**src/rtl/key_pkg.sv**
```systemverilog
// Shared constants, types and helpers for the key event debouncer.
package key_pkg;

  localparam int unsigned N_KEYS_DEF       = 8;
  localparam int unsigned DEBOUNCE_CYC_DEF = 20000;
  localparam int unsigned CNT_W_DEF        = 15;
  localparam int unsigned REPEAT_DELAY_DEF = 500000;
  localparam int unsigned REPEAT_RATE_DEF  = 100000;
  localparam int unsigned KEY_IDX_W        = 4;

  typedef logic [KEY_IDX_W-1:0] key_idx_t;

  typedef enum logic [1:0] {
    REP_IDLE,
    REP_DELAY,
    REP_RATE
  } rep_state_e;

  // Returns {found, index of lowest set bit}.
  function automatic logic [KEY_IDX_W:0] lowest_set(input logic [15:0] v);
    logic [KEY_IDX_W:0] res;
    res = '0;
    for (int unsigned i = 0; i < 16; i++) begin
      if (v[i] && !res[KEY_IDX_W]) res = {1'b1, key_idx_t'(i)};
    end
    return res;
  endfunction

endpackage

```
**src/rtl/key_event_debounce_if.sv**
```systemverilog
// Key vector in, debounced key events out; master drives raw keys, slave is the debouncer.
interface key_event_debounce_if #(
  parameter int unsigned N_KEYS = key_pkg::N_KEYS_DEF
);
  import key_pkg::*;

  logic [N_KEYS-1:0] button_raw;
  logic              clr_toggle;
  logic [N_KEYS-1:0] key_stable;
  logic [N_KEYS-1:0] key_press;
  logic [N_KEYS-1:0] key_release;
  logic [N_KEYS-1:0] key_toggle;
  key_idx_t          key_code;
  logic              key_valid;

  modport master (
    output button_raw, clr_toggle,
    input  key_stable, key_press, key_release, key_toggle, key_code, key_valid
  );

  modport slave (
    input  button_raw, clr_toggle,
    output key_stable, key_press, key_release, key_toggle, key_code, key_valid
  );

endinterface

```
**src/rtl/key_debounce_cell.sv**
```systemverilog
// One key: input register, mismatch counter, debounced level and rise/fall pulses.
module key_debounce_cell #(
  parameter int unsigned DEBOUNCE_CYC = key_pkg::DEBOUNCE_CYC_DEF,
  parameter int unsigned CNT_W        = key_pkg::CNT_W_DEF
) (
  input  logic clk_1mhz,
  input  logic rst_n,
  input  logic raw,
  output logic stable,
  output logic rise,
  output logic fall,
  output logic rise_nxt
);

  localparam logic [CNT_W-1:0] CNT_LAST = CNT_W'(DEBOUNCE_CYC - 1);

  logic             b_q, b_d;
  logic             stable_q, stable_d;
  logic             rise_q, rise_d;
  logic             fall_q, fall_d;
  logic [CNT_W-1:0] cnt_q, cnt_d;

  // Counter clears on any match, so it never runs past CNT_LAST.
  always_comb begin
    b_d      = raw;
    cnt_d    = '0;
    stable_d = stable_q;
    rise_d   = 1'b0;
    fall_d   = 1'b0;
    if (b_q != stable_q) begin
      if (cnt_q == CNT_LAST) begin
        stable_d = b_q;
        rise_d   = b_q;
        fall_d   = ~b_q;
      end else begin
        cnt_d = cnt_q + 1'b1;
      end
    end
  end

  always_ff @(posedge clk_1mhz or negedge rst_n) begin
    if (!rst_n) begin
      b_q      <= 1'b0;
      cnt_q    <= '0;
      stable_q <= 1'b0;
      rise_q   <= 1'b0;
      fall_q   <= 1'b0;
    end else begin
      b_q      <= b_d;
      cnt_q    <= cnt_d;
      stable_q <= stable_d;
      rise_q   <= rise_d;
      fall_q   <= fall_d;
    end
  end

  assign stable   = stable_q;
  assign rise     = rise_q;
  assign fall     = fall_q;
  assign rise_nxt = rise_d;

endmodule

```
**src/rtl/key_event_debounce.sv**
```systemverilog
// Debounced key levels, press/release pulses, toggle latches and last-press code.
// Optional auto-repeat of the lowest held key when AUTOREPEAT_EN is defined.
module key_event_debounce
  import key_pkg::*;
#(
  parameter int unsigned N_KEYS       = N_KEYS_DEF,
  parameter int unsigned DEBOUNCE_CYC = DEBOUNCE_CYC_DEF,
  parameter int unsigned CNT_W        = CNT_W_DEF,
  parameter int unsigned REPEAT_DELAY = REPEAT_DELAY_DEF,
  parameter int unsigned REPEAT_RATE  = REPEAT_RATE_DEF
) (
  input  logic               clk_1mhz,
  input  logic               rst_n,
  key_event_debounce_if.slave bus
);

  logic [N_KEYS-1:0] stable_w, rise_w, fall_w, rise_nxt_w, rep_nxt;
  logic [N_KEYS-1:0] press_q, press_d;
  logic [N_KEYS-1:0] toggle_q, toggle_d;
  key_idx_t          code_q, code_d;
  logic              valid_q, valid_d;
  logic [KEY_IDX_W:0] press_lo;

  for (genvar g = 0; g < N_KEYS; g++) begin : g_cell
    key_debounce_cell #(
      .DEBOUNCE_CYC(DEBOUNCE_CYC),
      .CNT_W       (CNT_W)
    ) u_cell (
      .clk_1mhz(clk_1mhz),
      .rst_n   (rst_n),
      .raw     (bus.button_raw[g]),
      .stable  (stable_w[g]),
      .rise    (rise_w[g]),
      .fall    (fall_w[g]),
      .rise_nxt(rise_nxt_w[g])
    );
  end

`ifdef AUTOREPEAT_EN
  localparam int unsigned REP_MAX = (REPEAT_DELAY > REPEAT_RATE) ? REPEAT_DELAY : REPEAT_RATE;
  localparam int unsigned RCNT_W  = $clog2(REP_MAX + 1);

  rep_state_e         rep_st_q, rep_st_d;
  key_idx_t           trk_q, trk_d;
  logic [RCNT_W-1:0]  rcnt_q, rcnt_d;
  logic               rep_fire;
  logic [KEY_IDX_W:0] stable_lo;

  // Tracks the lowest stable key; rcnt counts cycles since it became lowest.
  always_comb begin
    rep_st_d  = rep_st_q;
    trk_d     = trk_q;
    rcnt_d    = rcnt_q + 1'b1;
    rep_fire  = 1'b0;
    stable_lo = lowest_set(16'(stable_w));
    if (!stable_lo[KEY_IDX_W]) begin
      rep_st_d = REP_IDLE;
      rcnt_d   = '0;
    end else if (rep_st_q == REP_IDLE || stable_lo[KEY_IDX_W-1:0] != trk_q) begin
      rep_st_d = REP_DELAY;
      trk_d    = stable_lo[KEY_IDX_W-1:0];
      rcnt_d   = RCNT_W'(1);
    end else if ((rep_st_q == REP_DELAY && rcnt_q == RCNT_W'(REPEAT_DELAY - 1)) ||
                 (rep_st_q == REP_RATE  && rcnt_q == RCNT_W'(REPEAT_RATE - 1))) begin
      rep_fire = 1'b1;
      rep_st_d = REP_RATE;
      rcnt_d   = '0;
    end
  end

  always_ff @(posedge clk_1mhz or negedge rst_n) begin
    if (!rst_n) begin
      rep_st_q <= REP_IDLE;
      trk_q    <= '0;
      rcnt_q   <= '0;
    end else begin
      rep_st_q <= rep_st_d;
      trk_q    <= trk_d;
      rcnt_q   <= rcnt_d;
    end
  end

  assign rep_nxt = rep_fire ? (N_KEYS'(1) << trk_q) : '0;
`else
  assign rep_nxt = '0;
`endif

  // Toggles follow the registered genuine rise, so a clear in the press cycle wins.
  always_comb begin
    press_d  = rise_nxt_w | rep_nxt;
    press_lo = lowest_set(16'(press_d));
    valid_d  = press_lo[KEY_IDX_W];
    code_d   = valid_d ? press_lo[KEY_IDX_W-1:0] : code_q;
    toggle_d = bus.clr_toggle ? '0 : (toggle_q ^ rise_w);
  end

  always_ff @(posedge clk_1mhz or negedge rst_n) begin
    if (!rst_n) begin
      press_q  <= '0;
      toggle_q <= '0;
      code_q   <= '0;
      valid_q  <= 1'b0;
    end else begin
      press_q  <= press_d;
      toggle_q <= toggle_d;
      code_q   <= code_d;
      valid_q  <= valid_d;
    end
  end

  assign bus.key_stable  = stable_w;
  assign bus.key_press   = press_q;
  assign bus.key_release = fall_w;
  assign bus.key_toggle  = toggle_q;
  assign bus.key_code    = code_q;
  assign bus.key_valid   = valid_q;

endmodule

```
**src/flat_wrapper.sv**
```systemverilog
// flat-port wrapper written by rule: the top's interface ports become plain ports
module key_event_debounce_flat import key_pkg::*;
#(
  parameter int unsigned N_KEYS       = N_KEYS_DEF,
  parameter int unsigned DEBOUNCE_CYC = DEBOUNCE_CYC_DEF,
  parameter int unsigned CNT_W        = CNT_W_DEF,
  parameter int unsigned REPEAT_DELAY = REPEAT_DELAY_DEF,
  parameter int unsigned REPEAT_RATE  = REPEAT_RATE_DEF
)
  (clk_1mhz, rst_n, bus_button_raw, bus_clr_toggle, bus_key_stable, bus_key_press, bus_key_release, bus_key_toggle, bus_key_code, bus_key_valid);
  key_event_debounce_if #(.N_KEYS(N_KEYS)) bus_i ();
  input  logic clk_1mhz;
  input  logic rst_n;
  input wire logic [$bits(bus_i.button_raw)-1:0] bus_button_raw;
  input wire logic [$bits(bus_i.clr_toggle)-1:0] bus_clr_toggle;
  output wire logic [$bits(bus_i.key_stable)-1:0] bus_key_stable;
  output wire logic [$bits(bus_i.key_press)-1:0] bus_key_press;
  output wire logic [$bits(bus_i.key_release)-1:0] bus_key_release;
  output wire logic [$bits(bus_i.key_toggle)-1:0] bus_key_toggle;
  output wire logic [$bits(bus_i.key_code)-1:0] bus_key_code;
  output wire logic [$bits(bus_i.key_valid)-1:0] bus_key_valid;
  assign bus_i.button_raw = bus_button_raw;
  assign bus_i.clr_toggle = bus_clr_toggle;
  assign bus_key_stable = bus_i.key_stable;
  assign bus_key_press = bus_i.key_press;
  assign bus_key_release = bus_i.key_release;
  assign bus_key_toggle = bus_i.key_toggle;
  assign bus_key_code = bus_i.key_code;
  assign bus_key_valid = bus_i.key_valid;
  key_event_debounce #(.N_KEYS(N_KEYS), .DEBOUNCE_CYC(DEBOUNCE_CYC), .CNT_W(CNT_W), .REPEAT_DELAY(REPEAT_DELAY), .REPEAT_RATE(REPEAT_RATE)) u_core (.clk_1mhz(clk_1mhz), .rst_n(rst_n), .bus(bus_i));
endmodule
```
**config.mk**
```make
export PLATFORM = sky130hd
export DESIGN_NAME = key_event_debounce_flat
export DESIGN_NICKNAME = d
export VERILOG_FILES = /design/src/rtl/key_pkg.sv /design/src/rtl/key_event_debounce_if.sv /design/src/rtl/key_debounce_cell.sv /design/src/rtl/key_event_debounce.sv /design/src/flat_wrapper.sv
export SDC_FILE = /design/constraint.sdc
export NUM_CORES = 1
export LEC_CHECK = 0
export BUFFER_PORTS_ARGS = -buffer_cell sky130_fd_sc_hd__buf_2
export CORE_UTILIZATION = 60
export CTS_CLUSTER_SIZE = 14
export DETAILED_ROUTE_END_ITERATION = 16
export PLACE_DENSITY = 0.83
export SKIP_LAST_GASP = 1
export SLEW_MARGIN = 20
export SYNTH_ARGS = -nofsm -noshare
export SYNTH_HDL_FRONTEND = slang
export SYNTH_SLANG_ARGS = --single-unit
```
**constraint.sdc**
```tcl
create_clock -name clk_1mhz -period 3.8 [get_ports clk_1mhz]
set_input_delay 0.19 -clock clk_1mhz [delete_from_list [all_inputs] [get_ports clk_1mhz]]
set_output_delay 0.19 -clock clk_1mhz [all_outputs]
set_load 0.02 [all_outputs]
```
-- Yosys cells after proc, flatten, opt, wreduce, memory -nomap -nowiden
Index checks and enable logic that the tools add are counted.
- register bits: 173
- output and inout bits: 37
- memories: 0
- RAM bits: 0
- bits in latches: 0
- bits of input ports: 11
- ROM bits: 0
- $add $sub $neg: 8
- div/mod/pow operators: 0
- multipliers: 0
- eq/ne operators: 16
- multiplexer cells: 57
- magnitude comparators: 0
- bitwise gates (word level): 9
- reductions and logical operators: 22
- shift operators: 0
- operators with widths (operator ; count):
    15-bit 2-to-1 mux ; 16
    15-bit by 1-bit adder with 15-bit output (second input constant) ; 8
    15-bit equality test (second input constant) ; 8
    5-bit 2-to-1 mux ; 8
    1-bit 2-to-1 mux ; 32
    2-bit AND reduction ; 8
    8-bit 2-to-1 mux ; 1
    1-bit != test ; 8
    1-bit NOT ; 8
    8-bit XOR ; 1
    1-bit logical AND ; 7
    1-bit logical NOT ; 7

-- Logic depth before layout (Yosys ltp)
Gate-level depths: netlist of the first run.
- word-level depth: 25
- depth in mapped cells: 7
- depth with buffers taken out: 7

-- By module
A second synthesis of the first run with hierarchy kept.
- cell total of the unflattened synthesis: 696
- area total of the unflattened synthesis: 8260.4 µm²
- by module, submodules not included (module ; area an instance (µm²) ; sequential area each (µm²) ; cells each ; instances):
    key_debounce_cell at u_core.g_cell[0].u_cell ... ; 945.9 ; 475.5 ; 80 ; 7
    key_debounce_cell at u_core.g_cell[3].u_cell ; 924.6 ; 475.5 ; 82 ; 1
    key_event_debounce ; 714.4 ; 500.5 ; 54 ; 1

-- Worst setup path after synthesis of the first run
OpenSTA, ideal clock, no wires.
- path type: register -> register
- start: reg u_core.g_cell[0].u_cell.cnt_q[0]
- end: reg u_core.code_q[0], in the netlist u_core.bus.key_code[0]
- data arrival time: 1616 ps
- setup slack: 2055 ps
- setup time: 129 ps
- cell stages (with the launch flop): 7
- path buffers: 0
- cells stage by stage: dfrtp_1 ha_1 nand4_2 or4_1 nor4_2 o21bai_2 a21oi_2
- longest elaborated chain between the ends: 25
- RTL lines (item ; line ; RTL):
    start, declared ; key_debounce_cell.sv:21 ; logic [CNT_W-1:0] cnt_q, cnt_d;
    start signal, assigned ; key_debounce_cell.sv:50 ; cnt_q <= cnt_d;
    15-bit equality test (*) ; key_debounce_cell.sv:31 ; if (cnt_q == CNT_LAST) begin
    1-bit 2-to-1 mux (*) ; key_debounce_cell.sv:31 ;
    1-bit 2-to-1 mux (*) ; key_debounce_cell.sv:30 ; if (b_q != stable_q) begin
    5-bit 2-to-1 mux (*) ; key_pkg.sv:24 ; if (v[i] && !res[KEY_IDX_W]) res = {1'b1, key_idx_t'(i)};
    1-bit logical NOT ; key_pkg.sv:24 ;
    1-bit logical AND ; key_pkg.sv:24 ;
    5-bit 2-to-1 mux (*) ; key_pkg.sv:24 ;
    1-bit logical NOT ; key_pkg.sv:24 ;
    [... 9 more ...] ; n/a ;
    1-bit logical AND ; key_pkg.sv:24 ;
    5-bit 2-to-1 mux (*) ; key_pkg.sv:24 ;
    1-bit logical NOT ; key_pkg.sv:24 ;
    1-bit logical AND ; key_pkg.sv:24 ;
    5-bit 2-to-1 mux (*) ; key_pkg.sv:24 ;
    1-bit logical NOT ; key_pkg.sv:24 ;
    1-bit logical AND ; key_pkg.sv:24 ;
    5-bit 2-to-1 mux (*) ; key_pkg.sv:24 ;
    end signal, assigned ; key_event_debounce.sv:106 ; code_q <= code_d;
    end, declared ; key_event_debounce.sv:20 ; key_idx_t code_q, code_d;
Mark *: on every way between the ends. The rest lies on a longest branch, timed or not.
A chain may end at the register's enable or synchronous reset.

-- Worst setup path after layout of the first run
- start: reg u_core.g_cell[7].u_cell.cnt_q[0]
- end: reg u_core.code_q[2], in the netlist u_core.bus.key_code[2]
- longest elaborated chain between the ends: 5
- RTL lines (item ; line ; RTL):
    start, declared ; key_debounce_cell.sv:21 ;
    start signal, assigned ; key_debounce_cell.sv:50 ;
    15-bit equality test ; key_debounce_cell.sv:31 ;
    1-bit 2-to-1 mux ; key_debounce_cell.sv:31 ;
    1-bit 2-to-1 mux ; key_debounce_cell.sv:30 ;
    named net u_core.g_cell[7].u_cell.rise_nxt ; key_debounce_cell.sv:12 ; output logic rise_nxt
    1-bit logical AND ; key_pkg.sv:24 ;
    5-bit 2-to-1 mux ; key_pkg.sv:24 ;
The timed path passes the listed nets, and every way through them passes these cells.

==> flow_summary.toml, run 1 <==
[floorplan]
ioPinCount = 48
core_area_mm2 = 0.0122
start_util_pct = 62.4
die_y_um = 115
dieArea_mm2 = 0.0132
die_x_um = 115
rows = 40

[timing]
rsz0062_at_grt = "false"
finalSetupViolations = 0
holdWs_ns = 0.0643
finClkSkew_ns = 0.00723
drv_slew = 0
tns_ns = 0
hold_viol = 0
worstMarginPinSlew_ns = 0.833
finalCriticalPeriod_ns = 1.95
relSlewSlack_pct = 44.5
fin_crit_sh_pct = 51.3
max_freq_mhz = 513
worst_slack_ns = 1.85

[synthesis]
synthFlopType = "dfrtp_1"
syn_area_mm2 = 0.00762
synth_warnings = 0
syn-num-nets = 740
post_synth_num_cell_types = 48
synthArstFlopShare_pct = 100
synth-edff-count = 0
synth_seq_cells = 164
synth_area_per_cell_um2 = 10.6
yosysSeqAreaShare_pct = 53.9
synthCells = 721

[detailed_routing]
vias = 5120
wl_per_cell_um = 14.5
first_pass_iters = 5
drtIter0Drc = 297
wl_um = 13700
drcViolationCount = 0
vias_per_cell = 5.44
drtAntennaViolNets = 0

[power]
power_density_mw_per_mm2 = 413
p_total_mw = 3.50
switching_share_pct = 21.3
ir_drop_mv = 0.364
p_seq_share_pct = 51.4
combPwrFrac_pct = 3.2
p_sw_uw = 747
p_leak_nw = 3.91
clock_power_share_pct = 45.5
internal-power_mw = 2.75

[worst_setup_path]
crit_type = "reg -> reg"
cp.required_ns = 4.09
critical_path_arrival_ns = 2.25
end_kind = "register"
cp_max_fo = 7
cp-start-kind = "register"

[global_routing]
antenna_found_initial = 0
grt_pass1_wl_um = 23500
grt_remaining_overflow = 0
grt_pass1_vias = 5251
grt.total_usage_pct = 23.4
grt_start_max_net_pins = 95

[placed_design]
dp_hpwl_um = 9630
pre_cts_slack_ns = 1.86
portBuffers = 46
gp_congestion = 0.855

[clocking]
cts_num_sinks = 164
postCtsHoldBufs = 9
clk_latency_ns = 0.42
cts_tree = "done"
root_buffer = "clkbuf_16"
cts_max_level = 4
cts_setup_buffers = 0
clkTransAtPathRegs_ns = 0.06
cts_resized = 0
clock_path_buffers = 2
cts_buffers = 17

[final_layout]
nNetsFinal = 779
area_growth_syn_to_layout_pct = 11.3
final_cell_mix = "164 x dfrtp_1, 132 x nor2_1, 59 x xor2_1"
final_common_cell = "dfrtp_1"
n_antenna_cell = 0
drive_above_1_share_pct = 13.8

[worst_hold_path]
hold_class = "in -> reg"

[flow_run]
cap_viol_max_count = 0

[status]
outcome = "finished clean"
[critical path, stage by stage (launching register included)]
cell      delay, ns
dfrtp_1        0.41
ha_1           0.25
and4_1         0.26
nand4_1        0.27
nor2_1         0.11
nor4_1         0.41
a21boi_1       0.12
[cell usage after synthesis, types with 4 or more instances]
cell type / number / area (um2)
nor3_1: 12 / 60.1
and2_1: 7 / 43.8
nand2_1: 48 / 180
buf_2: 9 / 45.0
nor4_2: 4 / 50.1
nand2b_1: 9 / 56.3
dfrtp_1: 164 / 4100
and3_1: 21 / 131
nor4_1: 8 / 50.1
and4bb_2: 6 / 75.1
inv_1: 16 / 60.1
nand3_1: 35 / 175
a21oi_1: 5 / 25.0
ha_1: 8 / 100
and4_1: 13 / 114
nand4_1: 30 / 188
mux2_2: 7 / 78.8
buf_4: 26 / 195
nor2_1: 132 / 495
xnor2_1: 56 / 490
nor3b_1: 7 / 52.6
xor2_1: 59 / 517
[stage by stage]
stage,util (%),area [um2],std cells
detailed placement,64.1,7830,900
floorplan,-,7620,721
global placement,64.1,7830,900
global route,69.4,8480,941
CTS,69.4,8480,941
finish,69.4,8480,941
[path summary, 6_finish.rpt]
check | startpoint | end | slack [ns] | cells after the start
worst max-delay path | u_core.g_cell[7].u_cell.cnt_q[0] | u_core.bus.key_code[2] | 1.85 | 6
worst min-delay path | bus_clr_toggle | u_core.bus.key_toggle[5] | 0.06 | 2
worst max register to register | u_core.g_cell[7].u_cell.cnt_q[0] | u_core.bus.key_code[2] | 1.85 | 6
worst min register to register | u_core.g_cell[0].u_cell.cnt_q[0] | u_core.g_cell[0].u_cell.cnt_q[0] | 0.48 | 1
max in group asynchronous | rst_n | u_core.g_cell[3].u_cell.fall | 2.41 | 3
min in group asynchronous | rst_n | u_core.g_cell[6].u_cell.cnt_q[9] | 0.40 | 2
[metal layers]
layer	GRT usage (%)	vias to the layer above	routed length, um
li1	-	2493	-
met1	27.4	2527	6040
met2	41.1	86	6990
met3	6.25	14	458
met4	9.09	0	197
met5	0	-	0
[power by group through the flow]
stage | Clock [mW] | Combinational, mW | Sequential (mW)
3_5_place_dp | 0 | 0.107 | 1.83
4_1_cts | 1.63 | 0.115 | 1.80
3_3_place_gp | 0 | 0.102 | 1.83
5_1_grt | 1.71 | 0.129 | 1.80
6_report | 1.59 | 0.111 | 1.80
2_1_floorplan | 0 | 0.0546 | 1.82
[kinds of logic (layout without fill, tap and decap cells)]
kind of cell / Yosys count / count (layout) / share of synthesized area [%]
multiplexers: 7 / 7 / 1.03
AND/OR/NAND/NOR: 357 / 357 / 25.0
AO/OA/AOI/OAI: 16 / 16 / 1.43
other: 1 / 1 / 0.0492
buffers and inverters: 53 / 105 / 4.04
XOR/XNOR: 115 / 115 / 13.2
adder cells (fa/ha/maj): 8 / 8 / 1.31
flip-flops: 164 / 164 / 53.9
[sequential cells by signal (all words and copies together), names as in the netlist]
signal / count
u_core.g_cell.u_cell.cnt_q: 120
u_core.bus.key_press: 8
u_core.bus.key_toggle: 8
u_core.g_cell.u_cell.b_q: 8
u_core.g_cell.u_cell.fall: 8
u_core.g_cell.u_cell.stable: 8
u_core.bus.key_code: 3
u_core.bus.key_valid: 1
[final cells by class]
class | instances | area (um2)
flip-flops and latches | 164 | 4100
fillers | 887 | 3730
multi-input cells | 504 | 3210
clock buffers | 23 | 478
repair buffers | 57 | 342
well taps | 168 | 210
clock inverters | 9 | 78.8
inverters | 16 | 60.1
No activity file was read; power rests on OpenSTA's default activity.
==> run 2, diff against run 1 <==
--- a/config.mk
+++ b/config.mk
@@ -6,10 +6,10 @@
 export NUM_CORES = 1
 export LEC_CHECK = 0
 export BUFFER_PORTS_ARGS = -buffer_cell sky130_fd_sc_hd__buf_2
-export CORE_UTILIZATION = 60
+export CORE_UTILIZATION = 55
 export CTS_CLUSTER_SIZE = 14
 export DETAILED_ROUTE_END_ITERATION = 16
-export PLACE_DENSITY = 0.83
+export PLACE_DENSITY = 0.8
 export SKIP_LAST_GASP = 1
 export SLEW_MARGIN = 20
 export SYNTH_ARGS = -nofsm -noshare
==> constraint.sdc (replaced) <==
create_clock -name clk_1mhz -period 1.7 [get_ports clk_1mhz]
set_input_delay 0.085 -clock clk_1mhz [delete_from_list [all_inputs] [get_ports clk_1mhz]]
set_output_delay 0.085 -clock clk_1mhz [all_outputs]
set_load 0.02 [all_outputs]
==> flow_summary.toml, run 2 (same netlist as run 1, synthesis figures left out) <==
[placed_design]
post-place-cells = 976
portBuffers = 46
gp_congestion = 0.834
placed_cell_area_mm2 = 0.00842
dp_hpwl_um = 10900

[detailed_routing]
wl_um = 17300
first_pass_iters = 5
drcViolationCount = 0
wl_per_cell_um = 16.7
vias = 5706
drtIter0Drc = 378
drtAntennaViolNets = 0
vias_per_cell = 5.51

[clocking]
cts_max_level = 4
clk_latency_ns = 0.43
cts_num_sinks = 164
clock_path_buffers = 2
root_buffer = "clkbuf_16"
cts_tree = "done"
clkTransAtPathRegs_ns = 0.06
cts_buffers = 17

[final_layout]
largest_register_ffs = 120
finish.instance_area_mm2 = 0.00961
fin_cells = 1035
n_antenna_cell = 0
area_growth_syn_to_layout_pct = 26.1
regMostFlops = "u_core.g_cell.u_cell.cnt_q"
nNetsFinal = 868
final_cell_mix = "164 x dfrtp_1, 118 x nor2_1, 81 x buf_4"
drive_above_1_share_pct = 28.3
final_common_cell = "dfrtp_1"

[power]
ir_drop_mv = 0.883
p_leak_nw = 4.47
power_density_mw_per_mm2 = 849

[floorplan]
die_x_um = 120
start_util_pct = 56.8
rows = 42
dieArea_mm2 = 0.0143
core_area_mm2 = 0.0134
ioPinCount = 48
die_y_um = 120

[timing]
hold_viol = 0
fin_crit_sh_pct = 104
drv_slew = 0
rsz0062_at_grt = "true"
worst_slack_ns = -0.0736
finalSetupViolations = 18
finalCriticalPeriod_ns = 1.77
finClkSkew_ns = 0.00839
max_freq_mhz = 564

[worst_setup_path]
critical_path_arrival_ns = 2.09
end_kind = "register"
crit_type = "reg -> reg"
cp.required_ns = 2.01
cp_max_fo = 7
cp-start-kind = "register"

[global_routing]
grt_remaining_overflow = 0
grt.total_usage_pct = 24.2
grt_pass1_wl_um = 26900
antenna_found_initial = 0
grt_start_max_net_pins = 51
grt_pass1_vias = 5790

[flow_run]
cap_viol_max_count = 0

[worst_hold_path]
hold_class = "in -> async"

[status]
violations = "setup timing"
outcome = "finished with violations"
==> run 2: changes by cell type in the layout (fill, tap and decap cells not counted), moves of 5 or more <==
cell and delta:
nor2_1 -14, nor2_2 +6, nor2_4 +8, ha_2 +5, ha_1 -6, buf_4 +79
buf_12 +6, nor4_1 -7
==> run 2: final timing paths <==
path / cells after the start / to / slack, ns / startpoint
hold reg to reg: 1 / u_core.g_cell[0].u_cell.fall / 0.51 / u_core.g_cell[0].u_cell.b_q
hold / removal: 2 / u_core.g_cell[7].u_cell.cnt_q[13] / 0.15 / rst_n
setup / recovery: 6 / u_core.g_cell[5].u_cell.cnt_q[6] / -0.07 / u_core.g_cell[5].u_cell.cnt_q[12]
max in group asynchronous: 3 / u_core.bus.key_toggle[3] / 0.93 / rst_n
setup reg to reg: 6 / u_core.g_cell[5].u_cell.cnt_q[6] / -0.07 / u_core.g_cell[5].u_cell.cnt_q[12]
min in group clk_1mhz: 2 / u_core.g_cell[6].u_cell.b_q / 0.29 / bus_button_raw[6]
==> run 2: layout make-up <==
type                            instances  area [um2]
Clock inverter                          4        45.0
Inverter                               16        60.1
Sequential cell                       164        4100
Timing Repair Buffer                  146        1100
Tap cell                              176         220
Multi-Input combinational cell        504        3550
Clock buffer                           25         526
Fill cell                             873        3790
==> run 2: what timing repair did <==
action                                  in CTS  in global routing
buffers inserted                             6                 14
hold buffers                                10                  0
endpoints found under the hold margin      168                  0
gates resized for setup                     16                 65
endpoints found under the setup margin      19                 88
pin swaps                                    9                 34
==> run 2: where the power goes <==
group	switching, mW	internal [mW]
sequential	0.0561	3.96
combinational	0.234	0.185
clock	1.47	2.26
total	1.76	6.40
==> run 2: worst max-delay path: stages (launching register included) <==
cell     delay, ns
dfrtp_1       0.43
nor4_2        0.34
nand4_1       0.25
or2_4         0.34
nand2_4       0.10
buf_12        0.14
nor2_1        0.05
==> run 2: per-layer routing <==
layer / global-route usage (%) / wire length (um)
met5: 0 / 0
met4: 10.7 / 441
met3: 5.18 / 712
met2: 40.1 / 8920
met1: 30.7 / 7250
==> run 2: per-stage QoR <==
stage / TNS (ns) / utilization, % / hold WS [ns] / power (mW) / worst slack [ns]
after floorplan: 0 / - / -0.211 / 4.20 / 0.00207
after global placement: 0 / 62.8 / 0.0434 / 4.38 / 0.0171
after detailed placement: -0.195 / 62.8 / 0.0436 / 4.41 / -0.0785
after CTS: -0.00985 / 68.8 / 0.159 / 8.16 / -0.00985
after global routing: -1.74 / 71.7 / 0.189 / 8.43 / -0.114
final: -0.905 / 71.7 / 0.152 / 8.16 / -0.0736
==> run 3, diff against run 2 <==
--- a/config.mk
+++ b/config.mk
@@ -10,6 +10,7 @@
 export CTS_CLUSTER_SIZE = 14
 export DETAILED_ROUTE_END_ITERATION = 16
 export PLACE_DENSITY = 0.8
+export REMOVE_ABC_BUFFERS = 1
 export SKIP_LAST_GASP = 1
 export SLEW_MARGIN = 20
 export SYNTH_ARGS = -nofsm -noshare
==> flow_summary.toml, run 3 (same netlist as run 1, synthesis figures left out) <==
[power]
p_leak_nw = 4.45
ir_drop_mv = 0.852
power_density_mw_per_mm2 = 864
p_total_mw = 8.20

[worst_setup_path]
crit_path_max_incr_delay_ns = 0.38
end_kind = "register"
crit_buf_inv = 0
cp-start-kind = "register"
critical_path_arrival_ns = 2.04
cp_max_fo = 5
path_cells = "ha_1 > and4_4 > nand4_1 > nor3b_4 > nor4_4 > a21boi_2"
crit_type = "reg -> reg"
crit_slowest_cell = "nor3b_4"
cp.required_ns = 2.00
cpLargestDelayFamily = "simple AND/OR/NAND/NOR gates"

[timing]
finalSetupViolations = 1
drv_slew = 0
finalCriticalPeriod_ns = 1.74
rsz0062_at_grt = "true"
worst_slack_ns = -0.0419
max_freq_mhz = 574
hold_viol = 0
finClkSkew_ns = 0.00708
holdWs_ns = 0.0659
fin_crit_sh_pct = 102

[floorplan]
ioPinCount = 48
dieArea_mm2 = 0.0143
core_area_mm2 = 0.0134
start_util_pct = 56.8
die_x_um = 120
die_y_um = 120
rows = 42

[global_routing]
antenna_found_initial = 0
grt_start_max_net_pins = 76
grt_pass1_vias = 5731
grt.total_usage_pct = 23.9
grt_pass1_wl_um = 26800
grt_remaining_overflow = 0

[status]
violations = "setup timing"
outcome = "finished with violations"

[final_layout]
finish.instance_area_mm2 = 0.00949
largest_register_ffs = 120
n_antenna_cell = 0
final_common_cell = "dfrtp_1"
nNetsFinal = 866
area_growth_syn_to_layout_pct = 24.6
drive_above_1_share_pct = 25.6
final_cell_mix = "164 x dfrtp_1, 128 x nor2_1, 77 x buf_4"
fillers = 891
regMostFlops = "u_core.g_cell.u_cell.cnt_q"

[detailed_routing]
vias_per_cell = 5.47
drtAntennaViolNets = 0
wl_per_cell_um = 16.1
drtIter0Drc = 416
drcViolationCount = 0
first_pass_iters = 5
wl_um = 16700
vias = 5659

[clocking]
cts_tree = "done"
clkTransAtPathRegs_ns = 0.06
root_buffer = "clkbuf_16"
cts_num_sinks = 164
cts_buffers = 17
clk_latency_ns = 0.43
clock_path_buffers = 2
cts_max_level = 4

[placed_design]
portBuffers = 46
pre_cts_slack_ns = -0.100
gp_congestion = 0.872
placed_cell_area_mm2 = 0.00847
dp_hpwl_um = 10900

[worst_hold_path]
hold_class = "in -> async"

[flow_run]
cap_viol_max_count = 0
## run 3: cell types whose count changed in the layout (fill, tap and decap cells not counted), moves of 2 or more
cell / delta
nor4_2: -4
clkbuf_8: -5
nor2_4: -7
clkbuf_1: +5
nor4_4: +2
buf_6: +3
nor2_1: +10
bufinv_16: +2
nor2_2: -3
nor4_1: +2
buf_4: -4
## run 3: cell type report
type	instances	area, um2	share of cell area, %
inverter	16	60.1	0.633
multi-input combinational	504	3440	36.3
clock buffer	25	475	5.01
clock inverter	5	100	1.05
sequential	164	4100	43.2
tap	176	220	2.32
timing repair buffer	144	1090	11.5
## run 3: per-stage QoR
step,utilization [%],cells,setup TNS (ns)
finish,70.8,1034,-0.0419
global route,70.8,1034,-0.451
CTS,68.6,1022,-0.0943
detailed placement,63.2,982,-0.375
global placement,63.2,982,0
floorplan,-,684,-0.0445
## run 3: timing repair
item | CTS | global route
hold buffers | 10 | 0
pin swaps | 1 | 24
resized for setup | 10 | 45
setup buffers | 0 | 14
endpoints found under the setup margin | 7 | 89
hold endpoints to repair | 180 | 0
## run 3: per-layer routing
layer | GRT usage, % | routed length, um | up-vias
met1 | 29.2 | 6970 | 2812
li1 | - | - | 2668
met2 | 40.3 | 8700 | 149
met3 | 6.37 | 645 | 30
met5 | 0 | 0 | -
met4 | 9.61 | 350 | 0
## run 3: worst register-to-register path, delay by kind of cell (launching register included)
family	cells	cell delay, ns
and+or+nand+nor	4	0.92
DFF	1	0.36
adders and majority gates	1	0.17
AOI/OAI and AO/OA	1	0.17
## run 3: power breakdown
group          internal [mW]  switching [mW]  total (mW)
logic                  0.172           0.219       0.391
registers               3.96          0.0490        4.01
clock network           2.37            1.43        3.80
total                   6.50            1.70        8.20
## run 3: final timing paths
check,cells past startpoint,end,slack (ns),start
max,6,u_core.bus.key_code[2],-0.04,u_core.g_cell[3].u_cell.cnt_q[1]
min,2,u_core.g_cell[6].u_cell.cnt_q[10],0.07,rst_n
max reg2reg,6,u_core.bus.key_code[2],-0.04,u_core.g_cell[3].u_cell.cnt_q[1]
min reg2reg,1,u_core.g_cell[0].u_cell.fall,0.49,u_core.g_cell[0].u_cell.b_q
max in group asynchronous,3,u_core.g_cell[2].u_cell.cnt_q[5],0.99,rst_n
min in group clk_1mhz,2,u_core.g_cell[2].u_cell.b_q,0.30,bus_button_raw[2]
